==> src/rtl/seq_divide.sv <==
// ---------------------------------------------------------------------------
// seq_divide -- multi-cycle signed integer divider (restoring, 1 step/clock)
//
// Computes quotient (truncated toward zero) and remainder (sign follows the
// dividend) of two WIDTH-bit two's-complement operands. One restoring step is
// performed per clock; divide-by-zero and MIN/-1 overflow short-circuit
// straight to the completion state.
//
// Parameters:
//   WIDTH      operand / quotient / remainder width in bits (4..32)
//
// Ports:
//   clk        rising-edge clock
//   rst_n      asynchronous active-low reset
//   start      request, sampled only while idle
//   signed_op  (only with SEQ_DIVIDE_UNSIGNED_SEL_EN) 1 = signed, 0 = unsigned
//   dividend   two's-complement dividend, captured on an accepted start
//   divisor    two's-complement divisor, captured on an accepted start
//   busy       high from the cycle after an accepted start until done
//   done       single-cycle pulse, results valid from this cycle
//   quotient   signed quotient
//   remainder  signed remainder
//   error      [0] divide-by-zero, [1] signed overflow; valid with done
//
// Optional feature macro: SEQ_DIVIDE_UNSIGNED_SEL_EN adds the signed_op input.
//
// Handshake: start is accepted on a rising edge only when the FSM is IDLE;
// a start seen in any other state is dropped and the operands are not
// re-captured. done pulses for exactly one cycle per accepted start (none
// when reset aborts an operation), and quotient/remainder/error are stable
// from that cycle until the next operation completes.
// ---------------------------------------------------------------------------
module seq_divide #(
  parameter int WIDTH = 16
) (
  input  logic             clk,
  input  logic             rst_n,
  input  logic             start,
`ifdef SEQ_DIVIDE_UNSIGNED_SEL_EN
  input  logic             signed_op,
`endif
  input  logic [WIDTH-1:0] dividend,
  input  logic [WIDTH-1:0] divisor,
  output logic             busy,
  output logic             done,
  output logic [WIDTH-1:0] quotient,
  output logic [WIDTH-1:0] remainder,
  output logic [1:0]       error
);

  typedef enum logic [1:0] {
    IDLE = 2'd0,
    RUN  = 2'd1,
    FIX  = 2'd2,
    FIN  = 2'd3
  } state_t;

  localparam int              CW        = $clog2(WIDTH + 1);
  localparam logic [CW-1:0]   LAST_STEP = CW'(WIDTH - 1);
  localparam logic [WIDTH-1:0] MIN_VAL  = {1'b1, {(WIDTH-1){1'b0}}};
  localparam logic [WIDTH-1:0] ALL_ONES = {WIDTH{1'b1}};

  state_t state, state_nxt;

  // Signedness of the request being presented on the ports.
  logic is_signed;
`ifdef SEQ_DIVIDE_UNSIGNED_SEL_EN
  assign is_signed = signed_op;
`else
  assign is_signed = 1'b1;
`endif

  logic accept;
  logic div_zero;
  logic ovf;
  assign accept   = (state == IDLE) && start;
  assign div_zero = (divisor == '0);
  assign ovf      = is_signed && (dividend == MIN_VAL) && (divisor == ALL_ONES);

  // Magnitudes are formed in WIDTH+1 bits so |MIN| = 2^(WIDTH-1) is exact.
  logic             dvd_neg, dvs_neg;
  logic [WIDTH:0]   dvd_ext, dvs_ext, dvd_mag, dvs_mag;
  assign dvd_neg = is_signed & dividend[WIDTH-1];
  assign dvs_neg = is_signed & divisor[WIDTH-1];
  assign dvd_ext = {dvd_neg, dividend};
  assign dvs_ext = {dvs_neg, divisor};
  assign dvd_mag = dvd_neg ? (~dvd_ext + 1'b1) : dvd_ext;
  assign dvs_mag = dvs_neg ? (~dvs_ext + 1'b1) : dvs_ext;

  // Working registers.
  logic [WIDTH:0]   rem_q;
  logic [WIDTH-1:0] quo_q;
  logic [WIDTH:0]   dvs_q;
  logic [CW-1:0]    cnt_q;
  logic             sign_q_q;
  logic             sign_r_q;

  // One restoring step: shift the next dividend bit into the partial
  // remainder, then trial-subtract. The extra top bit of trial is the
  // borrow, so a set MSB means "restore".
  logic [WIDTH:0]   shifted;
  logic [WIDTH+1:0] trial;
  logic             trial_ok;
  assign shifted  = {rem_q[WIDTH-1:0], quo_q[WIDTH-1]};
  assign trial    = {1'b0, shifted} - {1'b0, dvs_q};
  assign trial_ok = ~trial[WIDTH+1];

  // Sign fix-up of the magnitude results.
  logic [WIDTH-1:0] quo_fix, rem_fix;
  assign quo_fix = sign_q_q ? (~quo_q + 1'b1) : quo_q;
  assign rem_fix = sign_r_q ? (~rem_q[WIDTH-1:0] + 1'b1) : rem_q[WIDTH-1:0];

  // FSM state register.
  always_ff @(posedge clk or negedge rst_n) begin
    if (!rst_n) begin
      state <= IDLE;
    end else begin
      state <= state_nxt;
    end
  end

  // FSM next-state logic.
  always_comb begin
    state_nxt = state;
    case (state)
      IDLE: if (start) state_nxt = (div_zero || ovf) ? FIN : RUN;
      RUN:  if (cnt_q == LAST_STEP) state_nxt = FIX;
      FIX:  state_nxt = FIN;
      FIN:  state_nxt = IDLE;
      default: state_nxt = IDLE;
    endcase
  end

  // busy/done are flops decoded from the next state, so they track the
  // state register exactly while coming straight out of a flop.
  always_ff @(posedge clk or negedge rst_n) begin
    if (!rst_n) begin
      busy <= 1'b0;
      done <= 1'b0;
    end else begin
      busy <= (state_nxt == RUN) || (state_nxt == FIX);
      done <= (state_nxt == FIN);
    end
  end

  // Datapath and result registers.
  always_ff @(posedge clk or negedge rst_n) begin
    if (!rst_n) begin
      rem_q     <= '0;
      quo_q     <= '0;
      dvs_q     <= '0;
      cnt_q     <= '0;
      sign_q_q  <= 1'b0;
      sign_r_q  <= 1'b0;
      quotient  <= '0;
      remainder <= '0;
      error     <= 2'b00;
    end else begin
      case (state)
        IDLE: begin
          if (accept) begin
            rem_q    <= '0;
            quo_q    <= dvd_mag[WIDTH-1:0];
            dvs_q    <= dvs_mag;
            cnt_q    <= '0;
            sign_q_q <= dvd_neg ^ dvs_neg;
            sign_r_q <= dvd_neg;
            error    <= {ovf, div_zero};
            // Error paths finish next cycle, so their results are loaded now.
            if (div_zero) begin
              quotient  <= '0;
              remainder <= dividend;
            end else if (ovf) begin
              quotient  <= MIN_VAL;
              remainder <= '0;
            end
          end
        end
        RUN: begin
          cnt_q <= cnt_q + 1'b1;
          if (trial_ok) begin
            rem_q <= trial[WIDTH:0];
            quo_q <= {quo_q[WIDTH-2:0], 1'b1};
          end else begin
            rem_q <= shifted;
            quo_q <= {quo_q[WIDTH-2:0], 1'b0};
          end
        end
        FIX: begin
          quotient  <= quo_fix;
          remainder <= rem_fix;
        end
        default: ;
      endcase
    end
  end

endmodule

==> config.mk <==
export PLATFORM = sky130hd
export DESIGN_NAME = seq_divide
export DESIGN_NICKNAME = d
export VERILOG_FILES = /design/src/rtl/seq_divide.sv
export SDC_FILE = /design/constraint.sdc
export NUM_CORES = 1
export LEC_CHECK = 0
export ABC_CLOCK_PERIOD_IN_PS = 4800
export CAP_MARGIN = 15
export CORE_MARGIN = 5
export CORE_UTILIZATION = 40
export CTS_CLUSTER_DIAMETER = 200
export DETAILED_ROUTE_END_ITERATION = 16
export GPL_TIMING_DRIVEN = 0
export PLACE_DENSITY = 0.57
export SYNTH_ARGS = -nofsm -noshare
export SYNTH_HDL_FRONTEND = slang
export SYNTH_SLANG_ARGS = --single-unit
==> constraint.sdc <==
create_clock -name clk -period 4.8 [get_ports clk]
set_clock_uncertainty 0.05 [all_clocks]
set_input_delay 0.48 -clock clk [delete_from_list [all_inputs] [get_ports clk]]
set_output_delay 0.48 -clock clk [all_outputs]
set_load 0.03 [all_outputs]
==> results of run 1 <==
layout make-up:
class / count / share of cell area, %
Buffer: 35 / 2.07
Multi-Input combinational cell: 538 / 47.0
Clock buffer: 10 / 3.24
Inverter: 34 / 1.73
Clock inverter: 5 / 1.10
Sequential cell: 94 / 31.9
Timing Repair Buffer: 70 / 9.71
Tap cell: 188 / 3.19
cells in the mapped netlist (4+ instances only):
master    instances  area [µm²]
a211oi_1          4        30.0
a21o_1            7        52.6
a21oi_1          23         115
a221oi_1         10        87.6
a22oi_1           4        30.0
a31oi_1           6        37.5
a32oi_1           5        43.8
clkbuf_1         30         113
dfrtp_1          94        2350
ha_1             25         313
inv_1            33         124
mux2i_1           7        70.1
nand2_1          89         334
nand2b_1         12        75.1
nand3_1          18        90.1
nand3b_1          5        37.5
nand4_1           7        43.8
nor2_1           52         195
nor2b_1           5        31.3
nor3_1            7        35.0
nor4_1            5        31.3
o21ai_0          73         365
o22ai_1          18         113
o311ai_0          8        70.1
o31ai_1          19         143
o41ai_1           7        61.3
or3_1            14        87.6
or4_1             4        30.0
xnor2_1          27         236
xor2_1           38         333
per-layer routing:
layer | up-vias | share of wire, % | track usage (%)
li1 | 2696 | - | -
met1 | 2714 | 43 | 28.0
met2 | 185 | 49 | 36.0
met3 | 32 | 5.2 | 4.34
met4 | 0 | 2.8 | 7.03
met5 | - | 0 | 0
path summary, 6_finish.rpt:
path / from / endpoint / cells after the start
setup / recovery: rem_q[5]$_DFFE_PN0P_ / rem_q[9]$_DFFE_PN0P_ / 9
hold / removal: rst_n / quotient[5]$_DFFE_PN0P_ / 1
setup reg to reg: rem_q[5]$_DFFE_PN0P_ / rem_q[9]$_DFFE_PN0P_ / 9
hold reg to reg: quotient[11]$_DFFE_PN0P_ / quotient[11]$_DFFE_PN0P_ / 2
max in group asynchronous: rst_n / dvs_q[13]$_DFFE_PN0P_ / 2
min in group clk: quotient[11]$_DFFE_PN0P_ / quotient[11]$_DFFE_PN0P_ / 2
state kept, by name, summed over array words and instances, names as in the netlist:
signal	cells
busy	1
cnt_q	5
done	1
dvs_q	17
error	2
quo_q	16
quotient	16
rem_q	16
remainder	16
sign_q_q	1
sign_r_q	1
state	2
cells by family (layout without fill, tap and decap cells):
group | after synthesis | count (layout) | share of synthesized area [%]
compound gates | 207 | 207 | 22.8
xor+xnor | 65 | 65 | 9.34
buf+inv | 69 | 154 | 4.60
simple gates | 233 | 233 | 18.1
fa+ha+maj | 26 | 26 | 5.46
flops | 94 | 94 | 38.6
mux | 7 | 7 | 1.15
per-stage QoR:
step,setup TNS (ns),utilization (%)
after floorplan,0,-
after global placement,-37.45,46.5
after detailed placement,0,46.7
after CTS,0,48.9
after global routing,0,48.9
final,0,48.9
power by group through the flow:
stage	Clock [µW]	Sequential, µW	Combinational, µW
floorplan	0	1520	1830
global placement	0	1480	2650
detailed placement	0	1480	2720
CTS	799	1470	2730
global route	826	1520	3050
finish	788	1480	2730
worst max-delay path, stage by stage, from the launching register on:
cell      delay [ns]
dfrtp_1         0.49
ha_1            0.33
clkbuf_1        0.18
a21oi_1         0.16
o21ai_0         0.21
a211o_1         0.40
a211oi_2        0.66
clkbuf_1        0.45
nand3_1         0.12
o311ai_0        0.14
==> summary.txt, run 1 <==
Outcome
  – Outcome: complete, no violations

STA
  – Final slew viol count: 0
  – Final setup margin: 1.47 ns
  – Endpoints failing hold: 0
  – RSZ-0062 raised after global routing: no
  – Worst slew pin tran: 0.914 ns
  – Crit path time final: 3.33 ns
  – Worst hold slack: 0.0627 ns
  – Fmax achieved: 300 MHz
  – Headroom to the max-slew limit: 38.4%
  – Count of final setup violators: 0
  – Tcrit/Tclk final: 69.4%

Power and ir drop
  – Sequential cell fraction of total power: 29.6%
  – Switch Pwr: 2280 µW
  – Sw frac: 45.6%
  – Logic pwr share: 54.7%
  – Worst VDD drop: 252 µV
  – Tot Pwr: 5000 µW
  – Leakage: 0.00305 µW
  – Cell Pwr Density: 678 nW/µm²
  – Pint: 2720 µW
  – Clock power frac: 15.8%

Synth
  – Number of synthesized flops with an enable pin: 0
  – Synth async-reset ratio: 100%
  – #FFs+latches synth: 94
  – Yosys cell types: 61
  – Main flop type after synthesis: dfrtp_1
  – Synth warnings: 0
  – Avg Inst Size Synth: 8.69 µm²
  – Cell Area, Synth: 6090 µm²
  – Syn_nets: 762
  – Sequential fraction of the synthesis area: 38.6%
  – Cell count after synthesis: 701

Global routing
  – GRT Util Overall: 21.5%
  – Pin count of the biggest net entering global routing: 55
  – Initial antenna violation count: 0
  – First-pass GRT wire length: 30300 µm
  – Vias in the first global route: 5612
  – Grt total ovfl: 0

Worst setup path
  – Critical Path End Type: flop
  – Reg2reg setup slack: 1.47 ns
  – Crit Path Category: flop to flop
  – Arrival @ worst endpoint: 3.50 ns
  – CP Data Required Time: 4.97 ns
  – Crit-path max FO: 10
  – Startpoint Class: flop

Drt
  – Routed Antenna Nets: 0
  – Via density: 5.78
  – Drt wl/cell: 19.2 µm
  – Routed vias: 5627
  – Starting DRC count in detailed routing: 426
  – 1st-pass router iterations: 5
  – DRC: 0
  – Routed wire length: 18700 µm

Final layout
  – FF/Latch Area: 2350 µm²
  – Layout cells sized above 1: 4.45%
  – Final Net Count: 843
  – Multi-input gate area: 3470 µm²
  – Fin cells: 974
  – Diode count: 0
  – Most frequent cells in the layout: dfrtp_1, nand2_1, o21ai_0
  – Fin area: 7370 µm²
  – Layout area overhead: 21.0%
  – Most common cell after layout, fill and taps aside: dfrtp_1
  – Fillers: 1468

Place
  – IO Port Bufs: 69
  – RePlAce Congestion: 0.926
  – Post-DP HPWL: 14600 µm
  – Placed cells: 959
  – Post-place setup slack: 1.31 ns
  – Instance area after placement: 7050 µm²

Clock tree
  – Number of CTS-inserted buffers: 9
  – Skew-Pair Late Insertion Delay: 0.35 ns
  – Resize count post-CTS: 0
  – CTS tree: done
  – Cts hold-fix bufs: 0
  – Worst-case clock buffer depth: 2
  – Clock Pin Slew Worst Setup and Hold Paths: 0.07 ns
  – Sink Count: 94
  – H-tree depth: 3
  – Clock root buffer: clkbuf_16
  – Setup Fix Bufs, Post-CTS: 0

Flow run
  – Maximum Capacitance Violations: 0

Die
  – Row cnt: 45
  – Io pins: 71
  – Total die area: 17800 µm²
  – Chip height: 133 µm
  – Core area: 15100 µm²
  – Initial Utilization: 40.4%
  – Die X: 133 µm

Hold path
  – Worst hold path type: primary input to async pin
No activity file was read; power rests on OpenSTA's default activity.
==> run 2, diff against run 1 <==
--- a/config.mk
+++ b/config.mk
@@ -5,14 +5,14 @@
 export SDC_FILE = /design/constraint.sdc
 export NUM_CORES = 1
 export LEC_CHECK = 0
-export ABC_CLOCK_PERIOD_IN_PS = 4800
+export ABC_CLOCK_PERIOD_IN_PS = 3000
 export CAP_MARGIN = 15
 export CORE_MARGIN = 5
 export CORE_UTILIZATION = 40
 export CTS_CLUSTER_DIAMETER = 200
 export DETAILED_ROUTE_END_ITERATION = 16
 export GPL_TIMING_DRIVEN = 0
-export PLACE_DENSITY = 0.57
+export PLACE_DENSITY = 0.6
 export SYNTH_ARGS = -nofsm -noshare
 export SYNTH_HDL_FRONTEND = slang
 export SYNTH_SLANG_ARGS = --single-unit
==> constraint.sdc (replaced) <==
create_clock -name clk -period 3 [get_ports clk]
set_clock_uncertainty 0.05 [all_clocks]
set_input_delay 0.3 -clock clk [delete_from_list [all_inputs] [get_ports clk]]
set_output_delay 0.3 -clock clk [all_outputs]
set_load 0.03 [all_outputs]
==> summary.txt, run 2 (same netlist as run 1, synthesis figures left out) <==
Outcome
  – Outcome: complete, no violations

Drt
  – Via density: 5.78 (about the same)
  – Starting DRC count in detailed routing: 348 (-18%)
  – Drt wl/cell: 19.0 µm (-1.3%)
  – 1st-pass router iterations: 5 (unchanged)
  – Routed wire length: 18600 µm (-0.80%)
  – Routed Antenna Nets: 0 (unchanged)
  – DRC: 0 (unchanged)
  – Routed vias: 5660 (+0.59%)

STA
  – Fmax achieved: 348 MHz
  – Final setup margin: 0.129 ns (-1.34 ns)
  – RSZ-0062 raised after global routing: no
  – Tcrit/Tclk final: 95.7%
  – Endpoints failing hold: 0 (unchanged)
  – Worst slew pin tran: 0.880 ns (-0.0341 ns)
  – Final slew viol count: 0 (unchanged)
  – Crit path time final: 2.87 ns
  – Headroom to the max-slew limit: 40.7% (+2.3 points)
  – Count of final setup violators: 0 (unchanged)

Final layout
  – Layout cells sized above 1: 5.44% (+0.98 points)
  – Final Net Count: 847 (+0.47%)
  – Diode count: 0 (unchanged)
  – Fillers: 1435 (-2.2%)
  – Fin area: 7460 µm² (+1.2%)
  – Layout area overhead: 22.5%
  – FF/Latch Area: 2350 µm² (unchanged)
  – Max FFs per register: 17 (unchanged)
  – Most frequent cells in the layout: dfrtp_1, nand2_1, o21ai_0
  – Multi-input gate area: 3500 µm² (+0.83%)
  – Most common cell after layout, fill and taps aside: dfrtp_1
  – Biggest register: dvs_q

Die
  – Row cnt: 45 (unchanged)
  – Die X: 133 µm (unchanged)
  – Core area: 15100 µm² (unchanged)
  – Io pins: 71 (unchanged)
  – Initial Utilization: 40.4% (unchanged)
  – Total die area: 17800 µm² (unchanged)
  – Chip height: 133 µm (unchanged)

Clock tree
  – Clock Pin Slew Worst Setup and Hold Paths: 0.06 ns (about the same)
  – Clock root buffer: clkbuf_16
  – Skew-Pair Late Insertion Delay: 0.35 ns (about the same)
  – Sink Count: 94 (unchanged)
  – Number of CTS-inserted buffers: 9 (unchanged)
  – CTS tree: done
  – H-tree depth: 3 (unchanged)
  – Worst-case clock buffer depth: 2 (unchanged)

Global routing
  – Initial antenna violation count: 0 (unchanged)
  – First-pass GRT wire length: 29600 µm (-2.5%)
  – Vias in the first global route: 5563 (-0.87%)
  – Grt total ovfl: 0 (unchanged)
  – GRT Util Overall: 21.0% (-0.53 points)
  – Pin count of the biggest net entering global routing: 50 (-9.1%)

Worst setup path
  – Crit Path Category: primary input to flop
  – Crit-path max FO: 10 (unchanged)
  – Critical Path End Type: flop
  – CP Data Required Time: 3.18 ns (-1.79 ns)
  – Worst path max stage delay: 0.64 ns (-0.02 ns)
  – Arrival @ worst endpoint: 3.05 ns (-0.45 ns)
  – Startpoint Class: primary input
  – Worst path bufs/invs: 2 (unchanged)
  – Top Family by Delay on Critical Path: simple AND/OR/NAND/NOR gates
  – Crit path cell chain: clkdlybuf4s50_1, or4_1, nor4_2, nand3_1, a31o_4, buf_6, a221oi_1, nor2_1
  – Slowest cell on crit path: or4_1

Power and ir drop
  – Sequential cell fraction of total power: 28.8% (-0.8 points)
  – Leakage: 0.00310 µW (+1.5%)
  – Pint: 4500 µW (+66%)
  – Sw frac: 45.2% (-0.42 points)
  – Logic pwr share: 54.9% (+0.2 points)
  – Switch Pwr: 3710 µW (+63%)
  – Cell Pwr Density: 1100 nW/µm² (+62%)
  – Clock power frac: 16.3% (+0.5 points)
  – Worst VDD drop: 497 µV (+97%)

Place
  – Post-DP HPWL: 14600 µm (-0.24%)
  – RePlAce Congestion: 0.909 (-1.8%)
  – Post-place setup slack: -0.387 ns (-1.69 ns)
  – IO Port Bufs: 69 (unchanged)
  – Instance area after placement: 7050 µm² (about the same)

Flow run
  – Maximum Capacitance Violations: 0 (unchanged)

Hold path
  – Worst hold path type: primary input to flop
[run 2: repair_timing]
| item | 4_1_cts | 5_1_grt |
|---|---|---|
| pin swaps | 1 | 1 |
| endpoints found under the setup margin | 18 | 11 |
| endpoints found under the hold margin | 45 | 0 |
| hold buffers | 1 | 0 |
| gates resized for setup | 6 | 5 |
| setup buffers | 2 | 0 |
[run 2: per-layer routing]
| metal | global-route usage, % | vias up | wire length, µm |
|---|---|---|---|
| li1 | - | 2711 | - |
| met1 | 26.5 | 2755 | 7960 |
| met2 | 35.8 | 162 | 9220 |
| met3 | 4.34 | 32 | 919 |
| met4 | 7.26 | 0 | 480 |
| met5 | 0 | - | 0 |
[run 2: cell type report]
| class | count | area share, % |
|---|---|---|
| tap | 188 | 3.15 |
| clock inverter | 6 | 1.46 |
| sequential | 94 | 31.5 |
| inverter | 34 | 1.71 |
| multi-input combinational | 538 | 46.9 |
| timing repair buffer | 74 | 9.99 |
| buffer | 35 | 2.11 |
| clock buffer | 10 | 3.20 |
[run 2: through the flow]
step / setup TNS [ns] / hold slack (ns) / power (µW) / utilization, % / instances
2_1_floorplan: 0 / -0.0456 / 5370 / - / 701
3_3_place_gp: -186.11 / 0.406 / 6590 / 46.5 / 958
3_5_place_dp: -11.23 / 0.309 / 6750 / 46.7 / 960
4_1_cts: 0 / 0.395 / 8200 / 49.3 / 979
5_1_grt: 0 / 0.436 / 8870 / 49.5 / 979
6_report: 0 / 0.415 / 8220 / 49.5 / 979
[run 2: power groups by stage]
| stage | Sequential [µW] | Clock, µW | Combinational, µW |
|---|---|---|---|
| finish | 2360 | 1340 | 4510 |
| global route | 2430 | 1410 | 5020 |
| floorplan | 2430 | 0 | 2940 |
| detailed placement | 2380 | 0 | 4370 |
| CTS | 2360 | 1360 | 4480 |
| global placement | 2350 | 0 | 4240 |
[run 2: final timing paths]
kind                                               from                       end  slack [ns]  cells after the start
min in group asynchronous                         rst_n   quotient[5]$_DFFE_PN0P_        0.46                      2
worst min register to register  quotient[9]$_DFFE_PN0P_   quotient[9]$_DFFE_PN0P_        0.42                      2
max in group asynchronous                         rst_n      error[1]$_DFFE_PN0P_        1.79                      3
worst max register to register     rem_q[5]$_DFFE_PN0P_      rem_q[6]$_DFFE_PN0P_        0.14                      9
worst max-delay path                        dividend[8]  remainder[3]$_DFFE_PN0P_        0.13                      8
worst min-delay path                       dividend[15]      sign_r_q$_DFFE_PN0P_        0.41                      3
[run 2: worst reg2reg max path: stages, from the launching register on]
cell	delay [ns]
dfrtp_1	0.48
ha_1	0.33
clkbuf_1	0.18
a21oi_1	0.16
o21ai_0	0.21
a211o_1	0.41
a211oi_4	0.36
buf_2	0.32
nand3_1	0.11
o311ai_0	0.14
